## config.mk

```make
export PLATFORM = sky130hd
export DESIGN_NAME = reg_write_arbiter
export DESIGN_NICKNAME = d
export VERILOG_FILES = /design/src/rtl/reg_write_arbiter_pkg.sv /design/src/rtl/reg_write_arbiter_pick.sv /design/src/rtl/reg_write_arbiter.sv
export SDC_FILE = /design/constraint.sdc
export NUM_CORES = 1
export LEC_CHECK = 0
export ABC_CLOCK_PERIOD_IN_PS = 2200
export BUFFER_PORTS_ARGS = -buffer_cell sky130_fd_sc_hd__buf_2
export CELL_PAD_IN_SITES_DETAIL_PLACEMENT = 2
export CELL_PAD_IN_SITES_GLOBAL_PLACEMENT = 2
export CORE_UTILIZATION = 21
export CTS_CLUSTER_SIZE = 24
export DETAILED_ROUTE_END_ITERATION = 10
export GPL_TIMING_DRIVEN = 0
export MAX_ROUTING_LAYER = met4
export PLACE_DENSITY = 0.77
export SLEW_MARGIN = 10
export SYNTH_ARGS = -nofsm -noshare
export SYNTH_HDL_FRONTEND = slang
export SYNTH_HIERARCHICAL = 1
export SYNTH_SLANG_ARGS = --single-unit
```

## constraint.sdc

```tcl
create_clock -name clock -period 2.2 [get_ports clock]
set_input_delay 0.11 -clock clock [delete_from_list [all_inputs] [get_ports clock]]
set_output_delay 0.11 -clock clock [all_outputs]
set_load 0.02 [all_outputs]
```

## src/rtl/reg_write_arbiter_pkg.sv

```systemverilog
// Shared types and constants for the register write arbiter.
package reg_write_arbiter_pkg;

  // Sequencer states; encodings are fixed so other blocks can decode them.
  typedef enum logic [1:0] {
    IDLE  = 2'd0,
    ISSUE = 2'd1,
    ACK   = 2'd2
  } state_t;

  // Operation encoding carried on the per-requester clr lines.
  localparam logic OP_LOAD  = 1'b0;
  localparam logic OP_CLEAR = 1'b1;

endpackage

```

## src/rtl/reg_write_arbiter_pick.sv

```systemverilog
// Combinational round-robin priority pick: first set request at or above ptr,
// wrapping modulo R. Reusable by any arbiter that keeps its own pointer.
module rr_priority_pick #(
  parameter  int R  = 4,
  localparam int IW = $clog2(R)
) (
  input  logic [R-1:0]  req,
  input  logic [IW-1:0] ptr,
  output logic [R-1:0]  grant,
  output logic [IW-1:0] w,
  output logic          any_req
);

  localparam logic [IW:0] R_EXT = (IW+1)'(R);

  logic [IW-1:0] cand_idx [R];
  logic [R-1:0]  rot_req;

  genvar gi;
  generate
    for (gi = 0; gi < R; gi++) begin : g_rot
      logic [IW:0] sum;
      // Candidate gi is the requester gi positions above the pointer.
      assign sum          = {1'b0, ptr} + (IW+1)'(gi);
      assign cand_idx[gi] = (sum >= R_EXT) ? IW'(sum - R_EXT) : sum[IW-1:0];
      assign rot_req[gi]  = req[cand_idx[gi]];
    end
  endgenerate

  // Lowest rotated position wins; iterating downward lets it overwrite others.
  always_comb begin
    w       = '0;
    grant   = '0;
    any_req = |req;
    for (int k = R - 1; k >= 0; k--) begin
      if (rot_req[k]) begin
        w = cand_idx[k];
      end
    end
    if (any_req) begin
      grant[w] = 1'b1;
    end
  end

endmodule

```

## src/rtl/reg_write_arbiter.sv

```systemverilog
// Round-robin sequencer sharing one N-bit register between R requesters.
// Each grant produces one register-enable cycle followed by a one-cycle ack.
module reg_write_arbiter
  import reg_write_arbiter_pkg::*;
#(
  parameter  int N  = 32,
  parameter  int R  = 4,
  localparam int IW = $clog2(R)
) (
  input  logic            clock,
  input  logic            reset,
  input  logic [R-1:0]    req,
  input  logic [R-1:0]    clr,
  input  logic [R*N-1:0]  wdata,
  output logic [R-1:0]    ack,
  output logic            reg_ce,
  output logic            reg_rst,
  output logic [N-1:0]    reg_d,
  output logic            busy,
  output logic [IW-1:0]   last_id
);

  localparam logic [R-1:0] ONE_HOT_0 = R'(1);

  state_t        state_reg, state_next;
  logic [IW-1:0] ptr_reg, ptr_next;
  logic [IW-1:0] op_id_reg, op_id_next;
  logic          op_clr_reg, op_clr_next;
  logic [N-1:0]  op_data_reg, op_data_next;
  logic [R-1:0]  ack_reg, ack_next;
  logic          reg_ce_reg, reg_ce_next;
  logic          reg_rst_reg, reg_rst_next;
  logic [N-1:0]  reg_d_reg, reg_d_next;
  logic          busy_reg, busy_next;
  logic [IW-1:0] last_id_reg, last_id_next;

  logic [R-1:0]  pick_grant;
  logic [IW-1:0] pick_w;
  logic          pick_any;
  logic          pick_clr;
  logic [N-1:0]  wdata_arr [R];

  genvar gi;
  generate
    for (gi = 0; gi < R; gi++) begin : g_slice
      assign wdata_arr[gi] = wdata[gi*N +: N];
    end
  endgenerate

  rr_priority_pick #(.R(R)) u_pick (
    .req     (req),
    .ptr     (ptr_reg),
    .grant   (pick_grant),
    .w       (pick_w),
    .any_req (pick_any)
  );

  assign pick_clr = |(clr & pick_grant);

  // Next-state and next-output logic; outputs are computed one cycle ahead
  // so that every port comes straight from a flop.
  always_comb begin
    state_next   = state_reg;
    ptr_next     = ptr_reg;
    op_id_next   = op_id_reg;
    op_clr_next  = op_clr_reg;
    op_data_next = op_data_reg;
    ack_next     = '0;
    reg_ce_next  = 1'b0;
    reg_rst_next = 1'b0;
    reg_d_next   = reg_d_reg;
    last_id_next = last_id_reg;
    case (state_reg)
      IDLE: begin
        if (pick_any) begin
          // Commit point: the operation is latched and will finish regardless of req.
          op_id_next   = pick_w;
          op_clr_next  = pick_clr;
          op_data_next = wdata_arr[pick_w];
          state_next   = ISSUE;
          reg_ce_next  = 1'b1;
          reg_rst_next = pick_clr;
          reg_d_next   = (pick_clr == OP_LOAD) ? wdata_arr[pick_w] : '0;
        end
      end
      ISSUE: begin
        state_next   = ACK;
        ack_next     = ONE_HOT_0 << op_id_reg;
        last_id_next = op_id_reg;
        ptr_next     = (op_id_reg == IW'(R - 1)) ? '0 : op_id_reg + 1'b1;
      end
      ACK: begin
        state_next = IDLE;
      end
      default: begin
        state_next = IDLE;
      end
    endcase
    busy_next = (state_next != IDLE);
  end

  // State, operation and output registers with synchronous reset.
  always_ff @(posedge clock) begin
    if (reset) begin
      state_reg   <= IDLE;
      ptr_reg     <= '0;
      op_id_reg   <= '0;
      op_clr_reg  <= 1'b0;
      op_data_reg <= '0;
      ack_reg     <= '0;
      reg_ce_reg  <= 1'b0;
      reg_rst_reg <= 1'b0;
      reg_d_reg   <= '0;
      busy_reg    <= 1'b0;
      last_id_reg <= '0;
    end else begin
      state_reg   <= state_next;
      ptr_reg     <= ptr_next;
      op_id_reg   <= op_id_next;
      op_clr_reg  <= op_clr_next;
      op_data_reg <= op_data_next;
      ack_reg     <= ack_next;
      reg_ce_reg  <= reg_ce_next;
      reg_rst_reg <= reg_rst_next;
      reg_d_reg   <= reg_d_next;
      busy_reg    <= busy_next;
      last_id_reg <= last_id_next;
    end
  end

  assign ack     = ack_reg;
  assign reg_ce  = reg_ce_reg;
  assign reg_rst = reg_rst_reg;
  assign reg_d   = reg_d_reg;
  assign busy    = busy_reg;
  assign last_id = last_id_reg;

endmodule

```

# ---- Word-level counts from Yosys, hierarchy flattened
# Index checks and enable logic that the tools add are counted.
dict set report totals {
  reg_bits 47
  input_bits 138
  output_inout_bits 41
  word_cells 72
}
dict set report classes {
  addsub 8
  n_lt_le_gt_ge 11
  n_eq_ne 2
  n_shift 1
  mux 27
  bitwise_logic 5
  n_reduce_logical 9
}
# cell n
set op_table {}
lappend op_table {{two-way mux 32 bit} 3}
lappend op_table {{binary-select mux 32 bit (select 2 bit)} 1}
lappend op_table {{two-way mux 2 bit} 10}
lappend op_table {{< comparator 2 x 3 -> 1 bit, second input constant} 5}
lappend op_table {{greater-or-equal comparator 3 bit, second input constant} 4}
lappend op_table {{binary-select mux 1 bit (select 2 bit)} 4}
lappend op_table {{OR reduction 4 bit} 2}
lappend op_table {{subtractor 2 x 1 -> 2 bit, second input constant} 4}
lappend op_table {{adder 2 x 2 -> 3 bit, second input constant} 2}
lappend op_table {{two-way mux 1 bit} 6}
lappend op_table {{AND 4 bit} 1}
lappend op_table {{two-way mux 4 bit} 1}
lappend op_table {{case mux 2 bit (2 select lines)} 1}
lappend op_table {{OR reduction 2 bit} 2}
lappend op_table {{<< shifter 1 x 2 -> 4 bit, first input constant} 1}
lappend op_table {{adder 2 x 1 -> 3 bit, second input constant} 1}
lappend op_table {{greater-or-equal comparator 2 x 3 -> 1 bit, second input constant} 1}
lappend op_table {{NOT 1 bit} 3}
lappend op_table {{NOT 2 -> 3 bit} 1}
lappend op_table {{OR reduction 3 bit} 1}
lappend op_table {{adder 2 x 1 -> 2 bit, second input constant} 1}
lappend op_table {{demux 1 bit (select 2 bit)} 1}
lappend op_table {{== test 2 x 1 -> 1 bit, second input constant} 1}
lappend op_table {{== test 2 bit, second input constant} 1}
lappend op_table {{other kinds (5)} 5}

# ---- Logic depth before layout (Yosys ltp)
# Gate-level depths: netlist of run 1.
dict set report depth {
  word_depth 17
  depth_mapped 9
  ltp_nobuf 6
}

# ---- Modules after synthesis
# The synthesis of run 1 kept the hierarchy.
# mod n_inst cells_each area_per_inst_um2 seq_area_each_um2
set by_module_without_submodules {}
lappend by_module_without_submodules {reg_write_arbiter 1 160 2326.0 940.9}
lappend by_module_without_submodules {rr_priority_pick 1 29 196.4 0.0}

# ---- Worst setup path after synthesis of run 1
# Ideal clock, no wire load.
dict set report synth_timing {
  path_type {register to register}
  from {reg ptr_reg[0]}
  to {reg reg_d_reg[11] (netlist: reg_d[11])}
  setup_ns 0.117
  t_arrival_ns 1.934
  required_time_ns 2.083
  setup_slack_ns 0.149
  path_stages_with_launch 9
  n_path_buf 3
  synth_period_minus_slack_ns 2.051
  path_cell_list {dfxtp_1 > buf_6 > nor2_1 > o21bai_1 > a221oi_1 > buf_6 > buf_6 > mux4_2 > a22o_1}
}
dict set report synth_via {
  elab_chain_cells 17
  word_cells_on_any_way 40
  classes_between {add/sub (7); order compare (6); mux (23); bitwise (2); reduce/logical (2)}
}
# item line_no
set synth_rtl {}
lappend synth_rtl {{from (decl)} reg_write_arbiter.sv:26} ;# logic [IW-1:0] ptr_reg, ptr_next;
lappend synth_rtl {{from (signal assigned)} reg_write_arbiter.sv:118} ;# ptr_reg <= ptr_next;
lappend synth_rtl {{adder 2 x 2 -> 3 bit} reg_write_arbiter_pick.sv:24} ;# assign sum = {1'b0, ptr} + (IW+1)'(gi);
lappend synth_rtl {{greater-or-equal comparator 3 bit or subtractor 2 x 1 -> 2 bit (tied branches)} reg_write_arbiter_pick.sv:25} ;# assign cand_idx[gi] = (sum >= R_EXT) ? IW'(sum - R_EXT) : sum[IW-1:0];
lappend synth_rtl {{two-way mux 2 bit} reg_write_arbiter_pick.sv:25}
lappend synth_rtl {{binary-select mux 1 bit (select 2 bit)} reg_write_arbiter_pick.sv:26} ;# assign rot_req[gi] = req[cand_idx[gi]];
lappend synth_rtl {{two-way mux 1 bit (implied by the code)} reg_write_arbiter_pick.sv:26}
lappend synth_rtl {{two-way mux 2 bit (3 in a row)} reg_write_arbiter_pick.sv:36} ;# if (rot_req[k]) begin
lappend synth_rtl {{two-way mux 2 bit *} reg_write_arbiter_pick.sv:36}
lappend synth_rtl {{net pick_w[0]} reg_write_arbiter.sv:38} ;# logic [IW-1:0] pick_w;
lappend synth_rtl {{< comparator 2 x 3 -> 1 bit (implied by the code) or greater-or-equal comparator 2 x 1 -> 1 bit (tied branches)} reg_write_arbiter_pick.sv:41} ;# grant[w] = 1'b1;
lappend synth_rtl {{logical AND 1 bit (implied by the code)} reg_write_arbiter_pick.sv:41}
lappend synth_rtl {{two-way mux 1 bit (implied by the code)} reg_write_arbiter_pick.sv:41}
lappend synth_rtl {{demux 1 bit (select 2 bit)} -}
lappend synth_rtl {{two-way mux 4 bit} reg_write_arbiter_pick.sv:40} ;# if (any_req) begin
lappend synth_rtl {{AND 4 bit} reg_write_arbiter.sv:58} ;# assign pick_clr = |(clr & pick_grant);
lappend synth_rtl {{OR reduction 4 bit} reg_write_arbiter.sv:58}
lappend synth_rtl {{two-way mux 32 bit *} reg_write_arbiter.sv:83} ;# reg_d_next = (pick_clr == OP_LOAD) ? wdata_arr[pick_w] : '0;
lappend synth_rtl {{to (signal assigned)} reg_write_arbiter.sv:125} ;# reg_d_reg <= reg_d_next;
lappend synth_rtl {{to (decl)} reg_write_arbiter.sv:33} ;# logic [N-1:0] reg_d_reg, reg_d_next;
# The timed path passes the listed nets; every way through them passes the cells marked *. The select of a mux whose other input is x is not followed.
# A chain may end at the register's enable or synchronous reset.

# ---- Final worst setup path of run 1
dict set report layout_timing {
  from {reg ptr_reg[1]}
  to {reg reg_d_reg[27] (netlist: reg_d[27])}
}
# Same word-level chain as after synthesis.

==> results of run 1 <==
==> repair_timing <==
action	CTS	global route
gates cloned	1	0
resized for setup	11	3
hold buffers	0	0
endpoints found under the setup margin	29	30
pin swaps	1	2
buffers inserted	7	3
==> Yosys cell counts (all sizes together) <==
cell type | instances | share of area
nor4b | 2 | 0.013
mux2i | 6 | 0.024
o31a | 1 | 0.0035
a2111oi | 1 | 0.0060
or2b | 1 | 0.0030
a221oi | 1 | 0.0035
nor2b | 2 | 0.0079
a21oi | 3 | 0.0060
buf | 15 | 0.065
o21bai | 1 | 0.0030
o221a | 1 | 0.0045
nor3 | 1 | 0.0020
a21o | 1 | 0.0035
nand2b | 1 | 0.0025
clkbuf | 4 | 0.0060
inv | 2 | 0.0030
a211oi | 1 | 0.0030
nand2 | 4 | 0.0060
nor3b | 3 | 0.011
nor2 | 16 | 0.024
a22o | 32 | 0.11
and3 | 3 | 0.0074
dfxtp | 47 | 0.37
mux4 | 32 | 0.29
a21boi | 1 | 0.0030
o21a | 1 | 0.0030
a22oi | 2 | 0.0060
nor4 | 1 | 0.0025
ha | 1 | 0.0050
o21ai | 2 | 0.0040
==> power by group through the flow <==
| stage | registers [uW] | clock network, uW | logic (uW) |
|---|---|---|---|
| after CTS | 994 | 768 | 912 |
| after global routing | 1010 | 796 | 969 |
| after floorplan | 1100 | 0 | 460 |
| final | 997 | 728 | 891 |
| after global placement | 1010 | 0 | 841 |
| after detailed placement | 1010 | 0 | 862 |
==> worst max-delay path, stage by stage, from the launching register on <==
cell and delay [ns]:
dfxtp_2 0.34, buf_6 0.12, nor2_1 0.05, o21bai_4 0.17, a221oi_2 0.24, buf_6 0.20
buf_8 0.17, mux4_2 0.52, a22o_1 0.19
==> final cells by class <==
type / instances / area [um2]
Antenna cell: 2 / 5.00
Buffer: 18 / 193
Clock buffer: 7 / 133
Clock inverter: 1 / 5.00
Fill cell: 1265 / 7700
Inverter: 2 / 7.51
Multi-Input combinational cell: 121 / 1420
Sequential cell: 47 / 943
Tap cell: 143 / 179
Timing Repair Buffer: 188 / 978
==> stage by stage <==
stage          total power [uW]  setup TNS (ns)  hold slack (ns)  area [um2]
2_1_floorplan              1560               0            0.187        2520
3_3_place_gp               1850           -4.46            0.369        3590
3_5_place_dp               1870           -6.62            0.375        3590
4_1_cts                    2670        -0.00708           0.0741        3840
5_1_grt                    2770         -0.0729           0.0750        3860
6_report                   2620               0           0.0745        3860
==> worst min path at each step <==
stage / from / to / slack (ns) / depth (start not counted)
3_5_place_dp: reset / state_reg[0] / 0.37 / 2
2_1_floorplan: reset / state_reg[0] / 0.19 / 1
5_1_grt: reset / state_reg[0] / 0.07 / 2
6_report: reset / state_reg[0] / 0.07 / 2
4_1_cts: reset / state_reg[0] / 0.07 / 2
3_3_place_gp: reset / state_reg[0] / 0.37 / 2
==> routing by layer <==
metal | track usage | up-vias | wire length [um]
li1 | - | 1153 | -
met1 | 0.160 | 1204 | 3540
met2 | 0.282 | 109 | 4680
met3 | 0.0435 | 6 | 776
met4 | 0.0225 | 0 | 60
met5 | - | - | 0
==> kinds of logic (layout without fill, tap and decap cells) <==
kind of cell | Yosys count | count (layout)
AND/OR/NAND/NOR | 34 | 34
buffers and inverters | 21 | 216
multiplexers | 38 | 38
adder cells (fa/ha/maj) | 1 | 1
other | 0 | 2
flip-flops | 47 | 47
AO/OA/AOI/OAI | 48 | 48
==> flow_summary.yaml, run 1 <==
clock_tree:
  clock_sinks: 47
  clk_pin_slew_ns: 0.06
  clockBufferDepth: 2
  root_buffer: "clkbuf_16"
  clk_latency_ns: 0.28
  htree_levels: 2
  cts_buffers: 5
  cts_tree: "built"
placed_design:
  portBuffers: 178
  dp_hpwl_um: 7410
  gp_congestion: 0.733
  place_inst: 510
  dp_slack_ns: -0.267
logic_synthesis:
  yosysWarnings: 6
  synth_fa_ha_area_frac: 0.00496
  synth_top_family_by_area: "multiplexers"
  synthSimpleGateAreaFrac: 0.0789
  synthXorXnorAreaFrac: 0
  avgSynthCellArea_um2: 13.3
  ys_ff_latch: 47
  syn_nets: 328
  netlist_area_um2: 2520
  muxShareOfSynthArea: 0.310
  synth-compound-area-share: 0.160
  syn_inst: 189
  synth_cell_types: 35
  ys_seq_area_frac: 0.373
sta:
  maxSlewViolCount: 0
  skew_ns: 0.00568
  max_slew_margin: 0.700
  hold_violations: 0
  worstMarginPinSlew_ns: 0.450
  grt_setup_unrepaired: "true"
  min_period_over_period: 0.966
  timing.final.crit_period_ns: 2.12
  setup_viol: 0
  fin_ws_ns: 0.0758
  fmax_mhz: 471
power:
  seq_power_share: 0.381
  intPower_uw: 1850
  swShare: 0.294
  clkPwrFrac: 0.278
  irDropWorstVdd_v: 0.000302
  p_sw_uw: 770
  p_leak_uw: 0.00186
  power.density_nw_per_um2: 677
  comb_power_share: 0.341
worst_setup_path:
  crit_type: "register to register"
  path_max_fanout: 10
  r2r-start: "ptr_reg[1]"
  crit_start: "ptr_reg[1]"
  worst-r2r-setup-slack_ns: 0.08
  required_ns: 2.37
  cp.arrival_ns: 2.30
  critPathCaptureType: "register"
  critPathLaunchType: "register"
  ff2ff_path_depth: 8
  r2r_end: "reg_d[27]"
  critPathCapture: "reg_d[27]"
cells_and_area:
  final_util: 0.334
  final_common_cell: "buf_2"
  area_growth_pct: 53.1
  fin_cells: 529
  final_nets: 522
  drive_gt1_frac: 0.661
  layout_common_cells: "183 x buf_2, 45 x dfxtp_1, 32 x mux4_2, 32 x a22o_1, 16 x nor2_1"
  largest_register_ffs: 32
floorplan:
  core-area_um2: 11600
  die-width_um: 112
  die-area_um2: 12500
  start_util: 0.218
  boundaryPins: 179
  rows: 39
  die_y_um: 112
drt:
  viasPerCell: 4.67
  vias: 2472
  wire_per_inst_um: 17.1
  antenna_left: 0
  drc: 18
  drtIter0Drc: 104
  wirelength_um: 9070
  dr.pass1.iters: 7
global_route:
  grt_pass1_wl_um: 14400
  grt_overflow_total: 0
  antenna_found_initial: 2
  grt_max_degree: 14
  grt_pass1_vias: 2805
  grt_use_total: 0.151
outcome:
  violations: "DRC"
  status: "finished with violations"
hold_path:
  hold_class: "input pin to register"
job:
  drv_cap: 0
Note: power is estimated with default switching activity, not from simulation.
==> run 2: changes to the inputs <==
==> constraint.sdc (replaced) <==
create_clock -name clock -period 2.2 [get_ports clock]
set_input_delay 0 -clock clock [delete_from_list [all_inputs] [get_ports clock]]
set_output_delay 0 -clock clock [all_outputs]
set_load 0.02 [all_outputs]
==> run 2 against run 1 <==
The run still ends with DRC left. Die area is the same. Clock skew grew 0.00070 ns. Hold slack lost 0.022 ns. First-iteration DRC count grew 6.7%. Flip-flop and latch count is the same. Critical path type unchanged. Critical endpoint unchanged.
==> flow_summary.yaml, run 2 (same netlist as run 1, synthesis figures left out) <==
placed_design:
  place_inst: 510
  portBuffers: 178
  dp_hpwl_um: 7410
  gp_congestion: 0.733
global_route:
  grt_pass1_vias: 2805
  antenna_found_initial: 2
  grt_overflow_total: 0
  grt_max_degree: 14
  grt_use_total: 0.151
  grt_pass1_wl_um: 14400
outcome:
  violations: "DRC"
  status: "finished with violations"
worst_setup_path:
  ff2ff_path_depth: 8
  worst-r2r-setup-slack_ns: 0.07
  path_max_fanout: 10
  critPathCaptureType: "register"
  cp.arrival_ns: 2.30
  cp_top_family: "compound AO/OA/AOI/OAI gates"
  critPathMaxStageDelay_ns: 0.52
  crit_type: "register to register"
  cpMostUsedCell: "buf_6"
  r2r_end: "reg_d[27]"
  cp_slowest_cell: "mux4_2"
  required_ns: 2.37
  worstPathCellList: "buf_6 -> nor2_1 -> o21bai_4 -> a221oi_2 -> buf_6 -> buf_8 -> mux4_2 -> a22o_1"
  crit_buf_inv: 3
  r2r-start: "ptr_reg[1]"
  critPathLaunchType: "register"
clock_tree:
  clk_latency_ns: 0.28
  htree_levels: 2
  root_buffer: "clkbuf_16"
  clk_pin_slew_ns: 0.06
  clock_sinks: 47
  cts_buffers: 5
  clockBufferDepth: 2
  cts_tree: "built"
drt:
  viasPerCell: 4.66
  wire_per_inst_um: 17.1
  antenna_left: 0
  dr.pass1.iters: 7
  vias: 2471
  wirelength_um: 9090
  drtIter0Drc: 111
  drc: 18
sta:
  maxSlewViolCount: 0
  hold-worst-slack_ns: 0.0520
  fin_setup_tns_ns: 0
  max_slew_margin: 0.715
  hold_violations: 0
  worstMarginPinSlew_ns: 0.427
  timing.final.crit_period_ns: 2.13
  fmax_mhz: 471
  skew_ns: 0.00638
  setup_viol: 0
  grt_setup_unrepaired: "true"
  min_period_over_period: 0.966
power:
  power.total_uw: 2620
  irDropWorstVdd_v: 0.000302
  power.density_nw_per_um2: 676
  p_leak_uw: 0.00187
cells_and_area:
  multi_input_area_um2: 1420
  final_util: 0.335
  final_common_cell: "buf_2"
  final_nets: 523
  fillerInstances: 1265
  seqCellArea_um2: 943
  layout_common_cells: "183 x buf_2, 45 x dfxtp_1, 32 x mux4_2, 32 x a22o_1, 16 x nor2_1"
  area_growth_pct: 53.5
  drive_gt1_frac: 0.660
  largest_register_ffs: 32
  fin_cells: 530
hold_path:
  holdCritStartpoint: "clr[3]"
  hold_end: "reg_rst"
  hold_class: "input pin to register"
  hold_depth: 3
job:
  drv_cap: 0
floorplan:
  start_util: 0.218
  boundaryPins: 179
  die_y_um: 112
  core-area_um2: 11600
  die-area_um2: 12500
  die-width_um: 112
  rows: 39
run 2: worst max path at each step:
stage	from	endpoint	slack (ns)	cells after the start
floorplan	ptr_reg[0]	reg_d[11]	0.15	8
global placement	ptr_reg[0]	reg_d[20]	-0.20	8
detailed placement	ptr_reg[0]	reg_d[20]	-0.27	8
CTS	ptr_reg[1]	reg_d[0]	-0.004	8
global route	ptr_reg[1]	reg_d[21]	-0.02	8
finish	ptr_reg[1]	reg_d[27]	0.07	8
run 2: power by group:
part | internal (uW) | switching (uW) | leakage [uW]
clock network | 421 | 309 | 0.0000679
logic | 488 | 405 | 0.00141
registers | 939 | 57.4 | 0.000386
run 2: worst reg2reg max path, delay by kind of cell, from the launching register on:
kind	cells	cell delay, ns
AOI/OAI and AO/OA	3	0.60
buffers and inverters	3	0.50
DFF	1	0.34
muxes	1	0.53
and+or+nand+nor	1	0.05
run 2: per-stage QoR:
| stage | instance area (um2) | setup slack, ns |
|---|---|---|
| detailed placement | 3590 | -0.267 |
| floorplan | 2520 | 0.149 |
| CTS | 3850 | -0.00385 |
| finish | 3870 | 0.0746 |
| global route | 3870 | -0.0205 |
| global placement | 3590 | -0.203 |
run 2: final cells by class:
class,instances,share of cell area
Tap cell,143,0.0462
Clock buffer,7,0.0343
Inverter,2,0.00194
Timing Repair Buffer,189,0.255
Buffer,18,0.0498
Antenna cell,2,0.00129
Clock inverter,1,0.00129
Multi-Input combinational cell,121,0.366
Sequential cell,47,0.244
run 2: per-layer routing:
metal / vias up / track usage / routed length [um]
li1: 1154 / - / -
met1: 1202 / 0.159 / 3540
met2: 109 / 0.283 / 4720
met3: 6 / 0.0435 / 766
met4: 0 / 0.0225 / 60
met5: - / - / 0
run 2: what timing repair did:
action                     CTS  global route
setup buffers                7             3
hold endpoints to repair     1             0
hold buffers                 1             0
gates resized for setup     11             3
setup endpoints to repair   29            30
gates cloned                 1             0
pin swaps                    1             2
